`config.mk`:
```
export PLATFORM = sky130hd
export DESIGN_NAME = seg_scan_ctrl
export DESIGN_NICKNAME = d
export VERILOG_FILES = /design/src/rtl/seg_scan_pkg.sv /design/src/rtl/seg_scan_decode.sv /design/src/rtl/seg_scan_ctrl.sv
export SDC_FILE = /design/constraint.sdc
export NUM_CORES = 1
export LEC_CHECK = 0
export ABC_CLOCK_PERIOD_IN_PS = 3700
export BUFFER_PORTS_ARGS = -buffer_cell sky130_fd_sc_hd__buf_2
export CAP_MARGIN = 30
export CORE_MARGIN = 3
export CORE_UTILIZATION = 46
export DETAILED_ROUTE_END_ITERATION = 16
export SYNTH_ARGS = -nofsm -noshare
export SYNTH_HDL_FRONTEND = slang
export SYNTH_HIERARCHICAL = 1
export SYNTH_SLANG_ARGS = --single-unit
```
`constraint.sdc`:
```
create_clock -name clk -period 3.7 [get_ports clk]
set_input_delay 0.185 -clock clk [delete_from_list [all_inputs] [get_ports clk]]
set_output_delay 0.185 -clock clk [all_outputs]
set_load 0.005 [all_outputs]
```
`src/rtl/seg_scan_pkg.sv`:
```
// -----------------------------------------------------------------------------
// seg_scan_pkg
// Shared definitions for the 7-segment scan controller:
//   - scan_state_e : scan FSM states (IDLE, BLANK, SHOW)
//   - SEG_OFF      : active-low "all segments dark" pattern (dp included)
//   - SEG_CODE     : hex value -> active-low segment code, bits [6:0] = a..g
// -----------------------------------------------------------------------------
package seg_scan_pkg;

   typedef enum logic [1:0] {
      IDLE  = 2'd0,
      BLANK = 2'd1,
      SHOW  = 2'd2
   } scan_state_e;

   localparam logic [7:0] SEG_OFF = 8'hFF;

   // Index is the 4-bit value; a 0 bit lights the segment.
   localparam logic [6:0] SEG_CODE [16] = '{
      7'b0000001, 7'b1001111, 7'b0010010, 7'b0000110,
      7'b1001100, 7'b0100100, 7'b0100000, 7'b0001111,
      7'b0000000, 7'b0000100, 7'b0001000, 7'b1100000,
      7'b0110001, 7'b1000010, 7'b0110000, 7'b0111000
   };

endpackage : seg_scan_pkg

```
`src/rtl/seg_scan_decode.sv`:
```
// -----------------------------------------------------------------------------
// seg_scan_decode
// Combinational hex + decimal-point to active-low segment decoder.
// Ports:
//   value_i [3:0] : hex digit 0..F
//   dp_i          : decimal point, 1 = lit
//   seg_o   [7:0] : active-low segments, [7]=dp, [6:0]=a..g
// -----------------------------------------------------------------------------
import seg_scan_pkg::*;

module seg_scan_decode (
   input  logic [3:0] value_i,
   input  logic       dp_i,
   output logic [7:0] seg_o
);

   // Table lookup; dp is inverted onto the active-low bus.
   always_comb begin
      seg_o = {~dp_i, SEG_CODE[value_i]};
   end

endmodule : seg_scan_decode

```
`src/rtl/seg_scan_ctrl.sv`:
```
// -----------------------------------------------------------------------------
// seg_scan_ctrl
// Time-multiplexed scan controller for common-anode 7-segment digits sharing
// one segment bus. Stores a hex value and dp flag per digit and visits digits
// in turn: BLANK_CYCLES with all anodes off, then SHOW_CYCLES with one anode
// on. Segments are snapshotted at the BLANK->SHOW edge.
// Optional build macro SEG_SCAN_LZB_EN enables leading-zero blanking.
// Ports:
//   clk, rst_n         : clock, asynchronous active-low reset
//   enable             : 1 = scanning, 0 = display dark (IDLE)
//   wr_en/wr_addr      : single-cycle write strobe and digit index (0 = right)
//   wr_data/wr_dp      : hex value and decimal point for the written digit
//   seg [7:0]          : registered active-low segments, [7]=dp, [6:0]=a..g
//   an [NUM_DIGITS-1:0]: registered active-low anodes, one-hot-low or all 1
//   frame_tick         : one-cycle pulse when the digit index wraps to 0
// -----------------------------------------------------------------------------
import seg_scan_pkg::*;

module seg_scan_ctrl #(
   parameter int NUM_DIGITS   = 4,
   parameter int SHOW_CYCLES  = 50000,
   parameter int BLANK_CYCLES = 16
) (
   input  logic                          clk,
   input  logic                          rst_n,
   input  logic                          enable,
   input  logic                          wr_en,
   input  logic [$clog2(NUM_DIGITS)-1:0] wr_addr,
   input  logic [3:0]                    wr_data,
   input  logic                          wr_dp,
   output logic [7:0]                    seg,
   output logic [NUM_DIGITS-1:0]         an,
   output logic                          frame_tick
);

   localparam int IW      = $clog2(NUM_DIGITS);
   localparam int CNT_MAX = (SHOW_CYCLES > BLANK_CYCLES) ? SHOW_CYCLES : BLANK_CYCLES;
   localparam int CW      = $clog2(CNT_MAX + 1);

   localparam logic [CW-1:0]         SHOW_LAST  = CW'(SHOW_CYCLES - 1);
   localparam logic [CW-1:0]         BLANK_LAST = CW'(BLANK_CYCLES - 1);
   localparam logic [IW-1:0]         IDX_LAST   = IW'(NUM_DIGITS - 1);
   localparam logic [NUM_DIGITS-1:0] AN_ONE     = NUM_DIGITS'(1);

   logic [3:0]            digit_q [NUM_DIGITS];
   logic [NUM_DIGITS-1:0] dp_q;

   scan_state_e           state_q;
   logic [IW-1:0]         idx_q;
   logic [CW-1:0]         cnt_q;
   logic [7:0]            seg_q;
   logic [NUM_DIGITS-1:0] an_q;
   logic                  frame_tick_q;

   logic [7:0]            dec_seg_s;
   logic [7:0]            seg_d;

   // Digit storage; out-of-range addresses (non power-of-two banks) are dropped.
   always_ff @(posedge clk or negedge rst_n) begin
      if (!rst_n) begin
         for (int i = 0; i < NUM_DIGITS; i++) begin
            digit_q[i] <= 4'd0;
         end
         dp_q <= '0;
      end else if (wr_en && (32'(wr_addr) < NUM_DIGITS)) begin
         digit_q[wr_addr] <= wr_data;
         dp_q[wr_addr]    <= wr_dp;
      end else begin
         dp_q <= dp_q;
      end
   end

   // One decoder shared by all digits, fed by the digit about to be latched.
   seg_scan_decode u_decode (
      .value_i (digit_q[idx_q]),
      .dp_i    (dp_q[idx_q]),
      .seg_o   (dec_seg_s)
   );

`ifdef SEG_SCAN_LZB_EN
   logic [NUM_DIGITS-1:0] lz_blank_s;

   // A digit is blanked when it and every digit above it are a plain zero.
   always_comb begin
      logic above_zero;
      above_zero = 1'b1;
      lz_blank_s = '0;
      for (int i = NUM_DIGITS - 1; i >= 1; i--) begin
         above_zero    = above_zero && (digit_q[i] == 4'd0) && !dp_q[i];
         lz_blank_s[i] = above_zero;
      end
   end

   // Segment value to snapshot at the BLANK->SHOW edge.
   always_comb begin
      if (lz_blank_s[idx_q]) begin
         seg_d = SEG_OFF;
      end else begin
         seg_d = dec_seg_s;
      end
   end
`else
   // Segment value to snapshot at the BLANK->SHOW edge.
   always_comb begin
      seg_d = dec_seg_s;
   end
`endif

   // Scan FSM with registered segment, anode and frame-tick outputs.
   always_ff @(posedge clk or negedge rst_n) begin
      if (!rst_n) begin
         state_q      <= IDLE;
         idx_q        <= '0;
         cnt_q        <= '0;
         seg_q        <= SEG_OFF;
         an_q         <= '1;
         frame_tick_q <= 1'b0;
      end else if (!enable) begin
         state_q      <= IDLE;
         idx_q        <= '0;
         cnt_q        <= '0;
         seg_q        <= SEG_OFF;
         an_q         <= '1;
         frame_tick_q <= 1'b0;
      end else begin
         frame_tick_q <= 1'b0;
         case (state_q)
            IDLE: begin
               state_q <= BLANK;
               idx_q   <= '0;
               cnt_q   <= '0;
               seg_q   <= SEG_OFF;
               an_q    <= '1;
            end
            BLANK: begin
               if (cnt_q == BLANK_LAST) begin
                  cnt_q   <= '0;
                  seg_q   <= seg_d;
                  an_q    <= ~(AN_ONE << idx_q);
                  state_q <= SHOW;
               end else begin
                  cnt_q <= cnt_q + CW'(1);
                  an_q  <= '1;
               end
            end
            SHOW: begin
               if (cnt_q == SHOW_LAST) begin
                  cnt_q   <= '0;
                  an_q    <= '1;
                  state_q <= BLANK;
                  if (idx_q == IDX_LAST) begin
                     idx_q        <= '0;
                     frame_tick_q <= 1'b1;
                  end else begin
                     idx_q <= idx_q + IW'(1);
                  end
               end else begin
                  cnt_q <= cnt_q + CW'(1);
               end
            end
            default: begin
               state_q <= IDLE;
               idx_q   <= '0;
               cnt_q   <= '0;
               seg_q   <= SEG_OFF;
               an_q    <= '1;
            end
         endcase
      end
   end

   assign seg        = seg_q;
   assign an         = an_q;
   assign frame_tick = frame_tick_q;

endmodule : seg_scan_ctrl

```
# Word level (Yosys, flattened, before mapping)
# Memory sizes are Yosys's and may differ from the RTL's.
# Index checks and enable logic that the tools add are counted.
[word_totals]
n_memories = 1
output_inout_bits = 13
elab_cells = 78
ff_bits = 53
inputBits = 11
mem_bits_ro = 112
[classes]
n_addsub = 2
order_cmp = 7
n_shift = 1
eq_ne = 9
bitwise_logic = 5
n_reduce_logical = 6
n_mux = 36
[memory_table]
columns = ["memory", "depth", "width", "rd", "rd_ports_with_merged_regs", "wr", "line_no", "source"]
rows = [
  ["(no name shown)", 16, 7, 1, 0, 0, "seg_scan_decode.sv:19", "seg_o = {~dp_i, SEG_CODE[value_i]};"],
]
[op_table]
columns = ["operator", "n"]
rows = [
  ["2-to-1 mux 16 bit", 3],
  ["one-hot mux 16 bit (2 select lines)", 1],
  ["2-to-1 mux 4 bit", 6],
  ["adder 16 x 1 -> 16 bit, second input constant", 1],
  ["bitwise mux 16 bit", 1],
  ["== test 16 bit, second input constant", 1],
  ["== test 16 x 4 -> 1 bit, second input constant", 1],
  ["2-to-1 mux 8 bit", 2],
  ["one-hot mux 8 bit (2 select lines)", 1],
  ["2-to-1 mux 7 bit", 2],
  ["2-to-1 mux 2 bit", 6],
  ["binary-select mux 4 bit (select 2 bit)", 1],
  ["demux 4 bit (select 2 bit)", 1],
  ["one-hot mux 4 bit (2 select lines)", 1],
  ["greater-or-equal comparator 3 bit, second input constant", 2],
  ["< comparator 2 x 3 -> 1 bit, second input constant", 2],
  ["2-to-1 mux 1 bit", 6],
  ["inequality test 3 bit, second input constant", 2],
  ["NOT 2 -> 3 bit", 2],
  ["one-hot mux 2 bit (3 select lines)", 1],
  ["AND reduction 2 bit", 3],
  ["greater-or-equal comparator 5 bit, second input constant", 1],
  ["NOT 4 -> 5 bit", 1],
  ["bitwise mux 4 bit", 1],
  ["other kinds (14)", 17],
]

# Logic depth before layout (Yosys ltp)
[logic_depth]
depth_word = 11
mapped_depth = 8
mapped_depth_nobuf = 7

# Modules after synthesis
# Netlist, hierarchy kept.
[by_module_without_submodules]
columns = ["module", "n_inst", "cells_per_inst", "seq_area_each_um2", "area_each_um2"]
rows = [
  ["seg_scan_ctrl", 1, 202, 1341.3, 2543.7],
  ["seg_scan_decode", 1, 32, 0.0, 266.5],
]

# Worst setup path before layout
# Ideal clock, no wire load.
[synth_timing]
path_type = "reg-to-reg"
from = "register idx_q[0]"
to = "register seg_q[3], in the netlist seg[3]"
setup_time_ns = 0.080
synth_period_minus_slack_ns = 2.411
stages_incl_launch_ff = 8
arrival_time_ns = 2.332
slack_ns = 1.289
n_path_buf = 1
required_time_ns = 3.620
cell_sequence = "dfrtp_1 > clkbuf_1 > mux4_2 > inv_1 > ha_1 > inv_1 > mux4_1 > o22a_1"
[synth_between]
elab_chain_cells = 11
[synth_rtl]
columns = ["element", "line_no", "source"]
rows = [
  ["from (decl)", "seg_scan_ctrl.sv:49", "logic [IW-1:0] idx_q;"],
  ["from (signal assigned)", "seg_scan_ctrl.sv:155", "idx_q <= idx_q + IW'(1);"],
  ["NOT 2 -> 3 bit (not written as such)", "seg_scan_ctrl.sv:75", ".value_i (digit_q[idx_q]),"],
  ["binary-select mux 4 bit (select 2 bit)", "seg_scan_ctrl.sv:75", ""],
  ["2-to-1 mux 4 bit (not written as such) (2 in series)", "seg_scan_ctrl.sv:75", ""],
  ["NOT 4 -> 5 bit (not written as such)", "seg_scan_decode.sv:19", ""],
  ["memory read (16 x 7 bit)", "--", ""],
  ["2-to-1 mux 7 bit (not written as such) (2 in series)", "seg_scan_decode.sv:19", ""],
  ["named net dec_seg_s[3]", "seg_scan_ctrl.sv:55", "logic [7:0] dec_seg_s;"],
  ["2-to-1 mux 8 bit", "seg_scan_ctrl.sv:136", "if (cnt_q == BLANK_LAST) begin"],
  ["one-hot mux 8 bit (2 select lines)", "seg_scan_ctrl.sv:127", "case (state_q)"],
  ["2-to-1 mux 8 bit", "seg_scan_ctrl.sv:118", "end else if (!enable) begin"],
  ["to (signal assigned)", "seg_scan_ctrl.sv:138", "seg_q <= seg_d;"],
  ["to (decl)", "seg_scan_ctrl.sv:51", "logic [7:0] seg_q;"],
]
# The timed path passes the listed nets, and every way through them passes these cells. The select of a mux whose other input is x is not followed.
# A chain may end at the register's enable or synchronous reset.

# Worst setup path in the final report
# Same ends and word-level chain as after synthesis.

==> metrics list <==
* Worst setup EP type: flop
- Detailed routing inserted a total of 1784 vias.
* Maximum capacitance violations: 0
* Number of antenna cells inserted: 0
* Post-DRT Antenna Nets: 0
* Design Area, Final: 0.00309 sq mm
- In this run the vertical extent of the chip is 84.2 microns.
* Count of instances resized after the clock tree is built: 0
- Summed over all failing endpoints, the final setup total negative slack is 0 ns.
- Global routing used ~15% of the available tracks across all layers.
* # setup viols final: 0
- The Yosys step of the flow raised 6 warnings.
- Worst setup margin: 1.30 ns
- Sequential share of the synthesized area: 47.7%
- Period Utilization, post-route: 64.8%
- Entering global routing, the biggest net connects 32 pins.
* Final wirelength: 4990 microns
* Fraction of final layout cells with drive strength greater than 1: 33.6%
- Clock latency on the worst-skew pair, taken at its later pin, is 0.31 ns.
* RSZ-0062 raised after global routing: no
- Register Area: 0.00134 sq mm
- Before antenna repair, the detailed router went through 4 iterations.
- Startpoint class of the critical path: flop
- Clock transition at path regs: 0.09 ns
- After detailed routing, the number of remaining DRC violations is 0.
- In this run the power density over the cells is between 300 and 400 mW/mm^2.
- The initial antenna violation count was 0.
- Estimated wirelength of the detail-placed design: ~3700 microns
- Root buffer cell: sky130_fd_sc_hd__clkbuf_8
- The tightest min-delay check is of the input pin to flop type.
* Detailed Route Iter0 Violations: 45
- The final count of hold timing violations was 0.
- The max-slew violation total from the final report is 0.
- CTS HTree Levels: 2
* Seq cells post-synth: 53
- Worst vdd ir: 0.204 mV
- Averaged over all synthesized cells, the footprint is 12.0 sq um.
- CORE AREA: 0.00571 sq mm
- Site Rows: 27
- Post-synthesis instance area: between 0.002 and 0.003 sq mm
- Yosys mapped the design onto 44 distinct sky130hd cell types.
- In the final routed layout, each cell accounts on average for 14.9 microns.
- In this run the horizontal extent of the chip is 84.2 microns.
- The worst hold path begins at wr_data[2].
- Synthesis produced a netlist with a net count of 261.
- Hold is met by 0.153 ns.
* Area growth from synthesis to layout: 9.80%
* Launching element of the worst setup path: idx_q[0]
- Synthesis handed over a netlist of around 230 instances.
- Max transition margin: approximately 43%
- Cell area reported after detailed placement: 0.00298 sq mm
- For this configuration, the core starts out at a cell density of around 49%.
- Num Clock Sinks: 53
- Along the worst path, the maximum fanout reaches 10.
- Boundary Pins: 24
- Count of nets after finishing: between 200 and 300
- Slew at the pin closest to its max-slew limit: 0.848 ns
* Start-to-end type of the worst setup path: flop to flop
* Clock tree from TritonCTS: built
* Maximum clock rate: 0.417 GHz
* Static leakage power: 1.23 nW
- Layout fillers: 500
* Count of buffers inserted at the top-level ports: 23
- The total overflow left after global routing is 0.
- The worst register-to-register path begins at idx_q[0].
- Outcome: finished, final reports clean
* Routed via count divided by cell count: 5.34
- Total Die Area: ~0.0071 sq mm
- Routability-driven placement congestion ratio: 0.857
- Arrival time at the worst endpoint: 2.64 ns
* Data required, critical path: 3.95 ns
- The number of global-route vias before repair was between 1500 and 2000.
* Final min period: 2.40 ns
- At the placement stage, the worst setup path has a slack of 1.28 ns.
- In this run, CTS created clock tree buffers numbering 5.
- Multi-input gate area in the final layout: 0.00137 sq mm
- Fin Clk Skew: 0.00737 ns
- Wire length of the first global-routing pass: 8800 microns
- Clock Path Buffers: 2
- The finished layout holds 334 standard cells, fillers aside.
- Counting tap cells, the placed design contains a total of 325 instances.
## what timing repair did
action,CTS,global route
buffers inserted,0,0
endpoints found under the hold margin,12,0
hold buffers,1,0
## path summary, 6_finish.rpt
path | to | slack (ns) | cells after the start
worst min-delay path | digit_q[14] | 0.15 | 2
worst max register to register | seg[3] | 1.30 | 6
min in group asynchronous | frame_tick | 0.38 | 2
max in group asynchronous | seg[2] | 2.51 | 3
worst min register to register | cnt_q[0] | 0.50 | 1
worst max-delay path | seg[3] | 1.30 | 6
## through the flow
| step | power [W] | util, % |
|---|---|---|
| CTS | 0.00122 | 54.0 |
| floorplan | 0.000818 | - |
| detailed placement | 0.000873 | 52.2 |
| global route | 0.00128 | 54.0 |
| global placement | 0.000871 | 52.2 |
| finish | 0.00120 | 54.0 |
## synthesized netlist by cell type
cell type | instances | area, sq um
sky130_fd_sc_hd__mux2i_1 | 6 | 60.1
sky130_fd_sc_hd__o2bb2ai_1 | 1 | 8.76
sky130_fd_sc_hd__inv_2 | 1 | 3.75
sky130_fd_sc_hd__nor3_4 | 1 | 16.3
sky130_fd_sc_hd__nand4_1 | 3 | 18.8
sky130_fd_sc_hd__mux4_2 | 5 | 113
sky130_fd_sc_hd__nor4_4 | 1 | 21.3
sky130_fd_sc_hd__o21bai_1 | 1 | 7.51
sky130_fd_sc_hd__a31oi_2 | 1 | 12.5
sky130_fd_sc_hd__a22o_1 | 2 | 17.5
sky130_fd_sc_hd__a21oi_1 | 4 | 20.0
sky130_fd_sc_hd__or3_1 | 4 | 25.0
sky130_fd_sc_hd__and4_2 | 1 | 10.0
sky130_fd_sc_hd__o21ai_0 | 6 | 30.0
sky130_fd_sc_hd__dfrtp_1 | 41 | 1030
sky130_fd_sc_hd__mux4_1 | 1 | 26.3
sky130_fd_sc_hd__nor2_1 | 20 | 75.1
sky130_fd_sc_hd__and4_1 | 1 | 8.76
sky130_fd_sc_hd__nand2b_1 | 1 | 6.26
sky130_fd_sc_hd__nor3_1 | 6 | 30.0
sky130_fd_sc_hd__a2111oi_2 | 1 | 15.0
sky130_fd_sc_hd__dfstp_2 | 12 | 315
sky130_fd_sc_hd__mux2_2 | 20 | 225
sky130_fd_sc_hd__nor3b_1 | 1 | 7.51
sky130_fd_sc_hd__clkbuf_1 | 2 | 7.51
sky130_fd_sc_hd__nand4b_1 | 1 | 8.76
sky130_fd_sc_hd__ha_1 | 16 | 200
sky130_fd_sc_hd__xor2_1 | 3 | 26.3
sky130_fd_sc_hd__nand2_1 | 8 | 30.0
sky130_fd_sc_hd__inv_1 | 14 | 52.6
sky130_fd_sc_hd__and3_1 | 1 | 6.26
sky130_fd_sc_hd__o21ai_4 | 1 | 16.3
sky130_fd_sc_hd__or4b_1 | 1 | 10.0
sky130_fd_sc_hd__nand3b_1 | 2 | 15.0
sky130_fd_sc_hd__or2_0 | 1 | 6.26
sky130_fd_sc_hd__or4_4 | 1 | 11.3
sky130_fd_sc_hd__buf_6 | 3 | 33.8
sky130_fd_sc_hd__or2_2 | 1 | 6.26
sky130_fd_sc_hd__o22a_1 | 8 | 70.1
sky130_fd_sc_hd__o211ai_1 | 1 | 7.51
sky130_fd_sc_hd__a21oi_2 | 1 | 8.76
sky130_fd_sc_hd__nor2_2 | 10 | 62.6
sky130_fd_sc_hd__nand3_1 | 7 | 35.0
sky130_fd_sc_hd__xnor2_1 | 11 | 96.3
## state kept, by name, indices dropped and copies added, names as in the netlist
name and flops:
dp_q 4, frame_tick 1, digit_q 16, state_q 2
cnt_q 16, idx_q 2, seg 8, an 4
## layout by cell type (no fill, tap or decap), drive strengths merged, types with 2 or more instances in the layout
cell    Yosys  layout
nand4       3       3
xor2        3       3
nor3        7       7
a21oi       5       5
dfstp      12      12
mux2       20      20
nand3b      2       2
nand2       8       8
nand3       7       7
nor2       30      30
and4        2       2
clkbuf      2       7
mux2i       6       6
or2         2       2
a22o        2       2
xnor2      11      11
o21ai       7       7
inv        15      15
o22a        8       8
or3         4       4
ha         16      16
dfrtp      41      41
buf         3      24
mux4        6       6
## cells by family (layout without fill, tap and decap cells)
family | count (synthesis) | after routing | share of synthesized area, %
adders and majority gates | 16 | 16 | 7.12
xor gates and xnor gates | 14 | 14 | 4.36
DFF | 53 | 53 | 47.7
AOI/OAI and AO/OA | 27 | 27 | 7.61
buffers and inverters | 20 | 48 | 3.47
muxes | 32 | 32 | 15.1
and+or+nand+nor | 72 | 72 | 14.6
## area by class of cell
type / instances / share of cell area [%]
Clock buffer: 7 / 2.80
Inverter: 15 / 1.82
Sequential cell: 53 / 43.5
Tap cell: 72 / 2.92
Multi-Input combinational cell: 161 / 44.4
Clock inverter: 1 / 0.243
Timing Repair Buffer: 25 / 4.30
## routing by layer
| metal | vias up | share of wire [%] | GRT usage (%) |
|---|---|---|---|
| li1 | 887 | - | - |
| met4 | 0 | 1.5 | 5.26 |
| met1 | 864 | 52 | 22.2 |
| met2 | 26 | 43 | 22.3 |
| met3 | 7 | 3.6 | 4.02 |
| met5 | - | 0 | 0 |
## power breakdown
part | total [W] | leakage, nW | switching (W) | internal, W
Combinational | 0.000211 | 0.528 | 0.000108 | 0.000102
Sequential | 0.000649 | 0.655 | 0.0000249 | 0.000625
Clock | 0.000340 | 0.0445 | 0.000187 | 0.000152
Total | 0.00120 | 1.23 | 0.000321 | 0.000879
## worst max-delay path, stage by stage, from the launching register on
cell                      delay [ns]
sky130_fd_sc_hd__dfrtp_1        0.62
sky130_fd_sc_hd__mux4_2         0.64
sky130_fd_sc_hd__inv_1          0.17
sky130_fd_sc_hd__ha_1           0.17
sky130_fd_sc_hd__inv_1          0.03
sky130_fd_sc_hd__mux4_1         0.47
sky130_fd_sc_hd__o22a_1         0.22
Power figures use the tool's default switching activity.
